--- src/rtl/timer_unit.sv ---
// Memory-mapped 32-bit down-counting timer with CTRL/PRESET/COUNT registers and an IRQ output.
// Optional prescaler on CTRL[7:4] is enabled by defining TIMER_PRESCALE_EN.
module timer_unit (
   input  logic        clk,
   input  logic        reset,
   input  logic [31:2] Addr,
   input  logic        WE,
   input  logic [31:0] Din,
   output logic [31:0] Dout,
   output logic        IRQ
);

   typedef enum logic [1:0] {IDLE, LOAD, CNT, INT} state_t;

   state_t      state;
   logic        en;
   logic [1:0]  mode;
   logic        im;
   logic [31:0] preset;
   logic [31:0] count;
   logic        irq_flag;
   logic        ctrl_we;
   logic        preset_we;
   logic        auto_reload;
   logic        tick;
   logic [31:0] ctrl_word;
   logic        unused_bits;

   assign ctrl_we     = WE && (Addr[3:2] == 2'b00);
   assign preset_we   = WE && (Addr[3:2] == 2'b01);
   assign auto_reload = (mode == 2'b01);
   assign IRQ         = im & irq_flag;

`ifdef TIMER_PRESCALE_EN
   logic [3:0]  ps;
   logic [14:0] psc;
   logic [14:0] ps_mask;

   // Low PS bits of the free-running prescale counter all set marks every 2^PS-th CNT cycle.
   assign ps_mask     = ~(15'h7fff << ps);
   assign tick        = (psc & ps_mask) == ps_mask;
   assign ctrl_word   = {24'd0, ps, im, mode, en};
   assign unused_bits = ^{Addr[31:4], Din[31:8]};
`else
   assign tick        = 1'b1;
   assign ctrl_word   = {28'd0, im, mode, en};
   assign unused_bits = ^{Addr[31:4], Din[31:4]};
`endif

   always_ff @(posedge clk) begin
      if (reset) begin
         state    <= IDLE;
         en       <= 1'b0;
         mode     <= 2'b00;
         im       <= 1'b0;
         preset   <= '0;
         count    <= '0;
         irq_flag <= 1'b0;
`ifdef TIMER_PRESCALE_EN
         ps       <= '0;
         psc      <= '0;
`endif
      end else begin
         if (preset_we)
            preset <= Din;

         if (ctrl_we)
            irq_flag <= 1'b0;
         else if (state == INT)
            irq_flag <= 1'b1;
         else if (auto_reload)
            irq_flag <= 1'b0;

         case (state)
            IDLE: begin
               if (en)
                  state <= LOAD;
            end
            LOAD: begin
               count <= preset;
               state <= CNT;
`ifdef TIMER_PRESCALE_EN
               psc   <= '0;
`endif
            end
            CNT: begin
               if (!en) begin
                  state <= IDLE;
`ifdef TIMER_PRESCALE_EN
                  psc   <= '0;
`endif
               end else begin
`ifdef TIMER_PRESCALE_EN
                  psc <= psc + 15'd1;
`endif
                  if (tick) begin
                     if (count > 32'd1) begin
                        count <= count - 32'd1;
                     end else begin
                        count <= '0;
                        state <= INT;
`ifdef TIMER_PRESCALE_EN
                        psc   <= '0;
`endif
                     end
                  end
               end
            end
            default: begin
               if (auto_reload) begin
                  state <= LOAD;
               end else begin
                  state <= IDLE;
                  en    <= 1'b0;
               end
            end
         endcase

         // Placed after the state case so a CPU CTRL write overrides the one-shot EN clear.
         if (ctrl_we) begin
            en   <= Din[0];
            mode <= Din[2:1];
            im   <= Din[3];
`ifdef TIMER_PRESCALE_EN
            ps   <= Din[7:4];
`endif
         end
      end
   end

   always_comb begin
      Dout = '0;
      case (Addr[3:2])
         2'b00:   Dout = ctrl_word;
         2'b01:   Dout = preset;
         2'b10:   Dout = count;
         default: Dout = '0;
      endcase
   end

endmodule

--- config.mk ---
export PLATFORM = sky130hd
export DESIGN_NAME = timer_unit
export DESIGN_NICKNAME = d
export VERILOG_FILES = /design/src/rtl/timer_unit.sv
export SDC_FILE = /design/constraint.sdc
export NUM_CORES = 1
export LEC_CHECK = 0
export ABC_AREA = 1
export CORE_UTILIZATION = 58
export DETAILED_ROUTE_END_ITERATION = 7
export DONT_BUFFER_PORTS = 1
export MAX_ROUTING_LAYER = met4
export PLACE_DENSITY = 0.79
export SLEW_MARGIN = 30
export SYNTH_ARGS = -nofsm -noshare
export SYNTH_HDL_FRONTEND = slang
export SYNTH_SLANG_ARGS = --single-unit
export TNS_END_PERCENT = 5
--- constraint.sdc ---
create_clock -name clk -period 1.82 [get_ports clk]
set_clock_uncertainty 0.15 [all_clocks]
set_input_delay 0.273 -clock clk [delete_from_list [all_inputs] [get_ports clk]]
set_output_delay 0.273 -clock clk [all_outputs]
set_load 0.005 [all_outputs]
## Word level (Yosys, flattened, before mapping)

Cells that the tools add are included.

- Flip-flop bits (word level): 71
- Bits in latches: 0
- Bits in writable memories: 0
- ROM bits: 0
- Logic and storage cells: 46
- Memories kept: 0

- Add/sub/neg operators: 1
- $mul: 0
- Div/mod/pow operators: 0
- Order comparisons: 1
- Equal/unequal tests: 11
- Shift operators: 0
- Mux-type cells: 14
- Bitwise logic cells: 1
- Reduce and logical (&&, ||, !) cells: 11

Operator list:

| kind | number |
|---|---|
| $pmux 32 s3 | 1 |
| $mux 32 | 2 |
| $pmux 32 s2 | 1 |
| $gt 32x1->1 const B | 1 |
| $sub 32x1->32 const B | 1 |
| $eq 2x1->1 const B | 3 |
| $eq 2x2->1 const B | 3 |
| $mux 1 | 6 |
| $mux 2 | 3 |
| $ne 2x2->1 const B | 3 |
| $pmux 2 s3 | 1 |
| $reduce_and 2->1 | 3 |
| $logic_not 2->1 | 2 |
| $reduce_bool 2->1 | 2 |
| $ne 3x3->1 const B | 1 |
| $reduce_or 3->1 | 1 |
| $logic_and 1x1->1 | 2 |
| $ne 2x1->1 const B | 1 |
| $reduce_or 2->1 | 1 |
| $and 1x1->1 | 1 |

## Longest topological paths before layout

- Depth in word-level cells: 4
- Gate-level depth with buffers: 12
- Depth with buffers taken out: 11

## Worst setup path before layout

OpenSTA, ideal clock, no wires.

- Kind: register to register
- Start: reg count[0]
- End: reg count[8]
- Data arrival time: 1.497 ns
- Slack: 0.051 ns
- Cell stages (with the launch flop): 13
- Cells stage by stage: dfxtp_1 inv_1 ha_1 nand2_4 nor2_8 nand2_4 nand2_4 nand2_4 nand2_8 inv_8 buf_12 nand2_4 a21oi_2

- Cells in the longest elaborated chain, start to end: 4
- Elaborated cells between the ends (all ways): 5
- Classes of those cells: 1 x add/sub; 1 x order compare; 3 x mux

RTL lines:

| what | RTL line | text |
|---|---|---|
| start: declaration | 20 | `logic [31:0] count;` |
| start signal: assignment | 80 | `count <= preset;` |
| start signal: assignment | 98 | `count <= count - 32'd1;` |
| $sub 32x1->32 / $gt 32x1->1 (equally long branches) | 98, 97 |  |
| $mux 32 * | 97 | `if (count > 32'd1) begin` |
| $mux 32 * | 87 | `if (!en) begin` |
| $pmux 32 s2 * | 74 | `case (state)` |

Mark *: on every way between the ends. The rest lies on a longest branch, timed or not. The select of a mux whose other input is x is not followed.
A chain may end at the register's enable or synchronous reset.

## Worst setup path in the final report

- Start: reg count[7]
- End: reg count[30]

The elaborated chain is that of the path after synthesis.

==> out/summary.log <==
INFO  worst_setup_path timing.critical_path.fanout_max=12
INFO  flow_run       maxCapViolations=0
INFO  floorplan      ios=98
INFO  worst_setup_path type_of_the_worst_setup_path=reg -> reg
INFO  timing         timing.fmax=565MHz
INFO  cells_and_area syn_to_layout_area_delta=19.9%
INFO  routing        route.vias.total=4351
INFO  synthesis      syn_inst=625
INFO  clock_tree     cts-root-to-sink-buffers=2
INFO  pwr            power.density=822nW/um2
INFO  timing         slew_headroom=79.6%
INFO  synthesis      yosys.area.top_type_share=32.6%
INFO  floorplan      initial_core_util=60.2%
INFO  synthesis      syn-cell-area=4370um2
INFO  placement      gp_routability_congestion=0.950
INFO  timing         finalMaxSlewViolations=0
INFO  min_path       path_class_of_the_lowest_slack_min_delay_path=in -> reg
INFO  placement      input_output_buffers=0
INFO  synthesis      postSynthNetCount=692
INFO  routing        drtAntennaViolNets=0
INFO  worst_setup_path timing.critical_path.to_type=register
INFO  clock_tree     clkTransAtPathRegs=0.08ns
INFO  cells_and_area layout-drive-gt1-share=19.9%
INFO  synthesis      sequential_share_of_the_synthesized_area=32.6%
INFO  routing        totalWireLength=12000um
INFO  cells_and_area final-instance-count-excl-fill=773
INFO  floorplan      die_h=88.8um
INFO  timing         fin_setup_tns=0ns
INFO  routing        vias_per_cell=5.63
INFO  clock_tree     cts_root_buf=sky130_fd_sc_hd__clkbuf_8
INFO  synthesis      yosys.cell_types.count=28
INFO  timing         hold_viol_final=0
INFO  clock_tree     worstSkewPairLatency=0.36ns
INFO  routing        drtPass1Iterations=6
INFO  timing         share_of_the_clock_period_used_by_the_worst_path_after_layout=97.2%
INFO  routing        drc_errors_left=0
INFO  routing        1st_iter_drt_viols=285
INFO  grt            grt_first_pass_wirelength=18800um
INFO  cells_and_area fillerInstances=621
INFO  routing        met2_length=6070um
INFO  status         run_status=finished clean
INFO  cells_and_area finalNetCount=737
INFO  synthesis      ys.warnings.count=0
INFO  floorplan      die_width=88.8um
INFO  grt            grt_pass1_vias=4241
INFO  placement      dp_cells=716
INFO  worst_setup_path critPathArrivalTime=1.86ns
INFO  routing        detail_route.wirelength.met1=4910um
INFO  worst_setup_path crit_path_start_kind=register
INFO  pwr            ir_drop=465uV
INFO  pwr            total_leakage_power=0.00221uW
INFO  timing         finalSetupViolations=0
INFO  grt            gr-usage-all-layers=32.2%
INFO  floorplan      die_area=7880um2
INFO  placement      hpwlAfterDp=8000um
INFO  routing        highest_routing_layer_actually_used=met4
INFO  grt            grt_overflow_total=0
INFO  floorplan      floorplan.core_area=7250um2
INFO  timing         worstMarginPinSlew=0.306ns
INFO  grt            grt_antenna_before_repair=0
INFO  cells_and_area antenna_cells_inserted=0
INFO  synthesis      yosys_register_bits=71
INFO  floorplan      core.rowCount=31
INFO  worst_setup_path r2r_setup_slack=0.05ns
INFO  grt            grt_max_degree=40
INFO  routing        met3_length=720um
INFO  clock_tree     cts_inserted_buffers=9
INFO  synthesis      synth.largest_area_cell=sky130_fd_sc_hd__dfxtp_1
INFO  synthesis      postSynthAreaPerCell=6.98um2
INFO  clock_tree     h-tree-depth=3
INFO  timing         grt_setup_unrepaired=yes
INFO  synthesis      top_cells_by_area_in_the_synthesized_netlist=sky130_fd_sc_hd__dfxtp_1 (33%), sky130_fd_sc_hd__o21ai_0 (9.2%), sky130_fd_sc_hd__a21oi_1 (7.7%), sky130_fd_sc_hd__inv_1 (7.1%), sky130_fd_sc_hd__nand2_1 (7.1%)
INFO  routing        wl_per_cell=15.5um
INFO  worst_setup_path timing.critical_path.required=1.91ns
INFO  clock_tree     cts_tree=done
INFO  timing         fin_crit=1.77ns
INFO  clock_tree     cts.sinks=71
[report_power, final]
group / total [uW] / switching, uW / internal [uW]
logic: 1240 / 787 / 449
registers: 1690 / 63.1 / 1620
clock network: 1380 / 607 / 776
total: 4310 / 1460 / 2850
[metrics by stage]
step	power (uW)	utilization, %	hold slack [ns]	area (um2)	worst slack, ns
floorplan	2550	-	0.192	4370	0.0513
global placement	2760	62.5	0.193	4530	-0.0179
detailed placement	2790	62.5	0.195	4530	-0.0589
CTS	4220	70.2	0.0110	5090	0.0130
global route	4510	72.2	0.0370	5240	-0.0568
finish	4310	72.2	0.0104	5240	0.0509
[critical path: stages (launching register included)]
cell and delay (ns):
sky130_fd_sc_hd__dfxtp_2 0.37, sky130_fd_sc_hd__nor2_2 0.15, sky130_fd_sc_hd__nand2_2 0.12, sky130_fd_sc_hd__nor2_8 0.19, sky130_fd_sc_hd__nand2_4 0.09, sky130_fd_sc_hd__nand2_4 0.08, sky130_fd_sc_hd__nand2_4 0.08, sky130_fd_sc_hd__nand2_8 0.16
sky130_fd_sc_hd__clkinv_16 0.11, sky130_fd_sc_hd__nand2_1 0.08, sky130_fd_sc_hd__a21oi_1 0.06
[per-layer routing]
metal	GRT usage [%]	up-vias
li1	-	2131
met4	12.3	0
met2	56.0	146
met3	7.74	25
met1	35.4	2049
met5	-	-
[placed cells by master (no fill, tap or decap), types with 11 or more instances in the layout]
| cell type | instances |
|---|---|
| sky130_fd_sc_hd__clkbuf_8 | 13 |
| sky130_fd_sc_hd__o22ai_1 | 28 |
| sky130_fd_sc_hd__buf_4 | 27 |
| sky130_fd_sc_hd__nand3_1 | 11 |
| sky130_fd_sc_hd__dlygate4sd3_1 | 33 |
| sky130_fd_sc_hd__nor2_1 | 64 |
| sky130_fd_sc_hd__a21oi_1 | 67 |
| sky130_fd_sc_hd__inv_1 | 81 |
| sky130_fd_sc_hd__a21oi_2 | 20 |
| sky130_fd_sc_hd__nand2_1 | 78 |
| sky130_fd_sc_hd__xor2_1 | 17 |
| sky130_fd_sc_hd__nor2_2 | 16 |
| sky130_fd_sc_hd__dfxtp_1 | 67 |
| sky130_fd_sc_hd__nand2_4 | 27 |
| sky130_fd_sc_hd__o21ai_0 | 79 |
[registers in the layout, summed over array words and instances (netlist names)]
name      cells
mode          2
state         2
count        32
preset       32
irq_flag      1
en            1
im            1
[timing repair]
item	CTS	global route
setup endpoints to repair	25	31
hold endpoints to repair	36	0
cloned	0	2
resized for setup	4	25
pin swaps	0	8
setup buffers	0	7
hold buffers	33	0
[area by class of cell]
| class | count | area [um2] | share of cell area [%] |
|---|---|---|---|
| multi-input cells | 439 | 2540 | 48.4 |
| repair inverters | 1 | 11.3 | 0.215 |
| well taps | 99 | 124 | 2.37 |
| inverters | 86 | 349 | 6.67 |
| clock inverters | 2 | 37.5 | 0.717 |
| flip-flops and latches | 71 | 1430 | 27.2 |
| clock buffers | 13 | 179 | 3.42 |
| repair buffers | 62 | 573 | 10.9 |
[cell families after synthesis]
group           share of synthesized area [%]
simple gates                             26.4
compound gates                           26.0
buf+inv                                  11.0
flops                                    32.6
xor+xnor                                 3.41
fa+ha+maj                               0.573
[cell usage after synthesis]
master,count
sky130_fd_sc_hd__inv_2,1
sky130_fd_sc_hd__o21ai_1,3
sky130_fd_sc_hd__nor2_1,75
sky130_fd_sc_hd__buf_12,2
sky130_fd_sc_hd__nand2_8,1
sky130_fd_sc_hd__inv_8,1
sky130_fd_sc_hd__nand3_1,11
sky130_fd_sc_hd__dfxtp_1,71
sky130_fd_sc_hd__nand4_1,4
sky130_fd_sc_hd__o21ai_0,80
sky130_fd_sc_hd__nor2_8,3
sky130_fd_sc_hd__xor2_1,17
sky130_fd_sc_hd__a21oi_2,20
sky130_fd_sc_hd__ha_1,2
sky130_fd_sc_hd__inv_1,83
sky130_fd_sc_hd__nor2_2,6
sky130_fd_sc_hd__clkbuf_1,20
sky130_fd_sc_hd__o22ai_1,28
sky130_fd_sc_hd__nand2_1,83
sky130_fd_sc_hd__nand2_2,3
sky130_fd_sc_hd__o221ai_1,4
sky130_fd_sc_hd__buf_1,3
sky130_fd_sc_hd__nor3_1,1
sky130_fd_sc_hd__clkinv_1,1
sky130_fd_sc_hd__nand2_4,25
sky130_fd_sc_hd__nor2_4,5
sky130_fd_sc_hd__buf_2,5
sky130_fd_sc_hd__a21oi_1,67
[final timing paths]
kind | start | to | cells after the start
max | count[7] | count[30] | 10
min | Din[26] | preset[26] | 2
max reg2reg | count[7] | count[30] | 10
min reg2reg | preset[6] | preset[6] | 2
No activity file was read; power rests on OpenSTA's default activity.
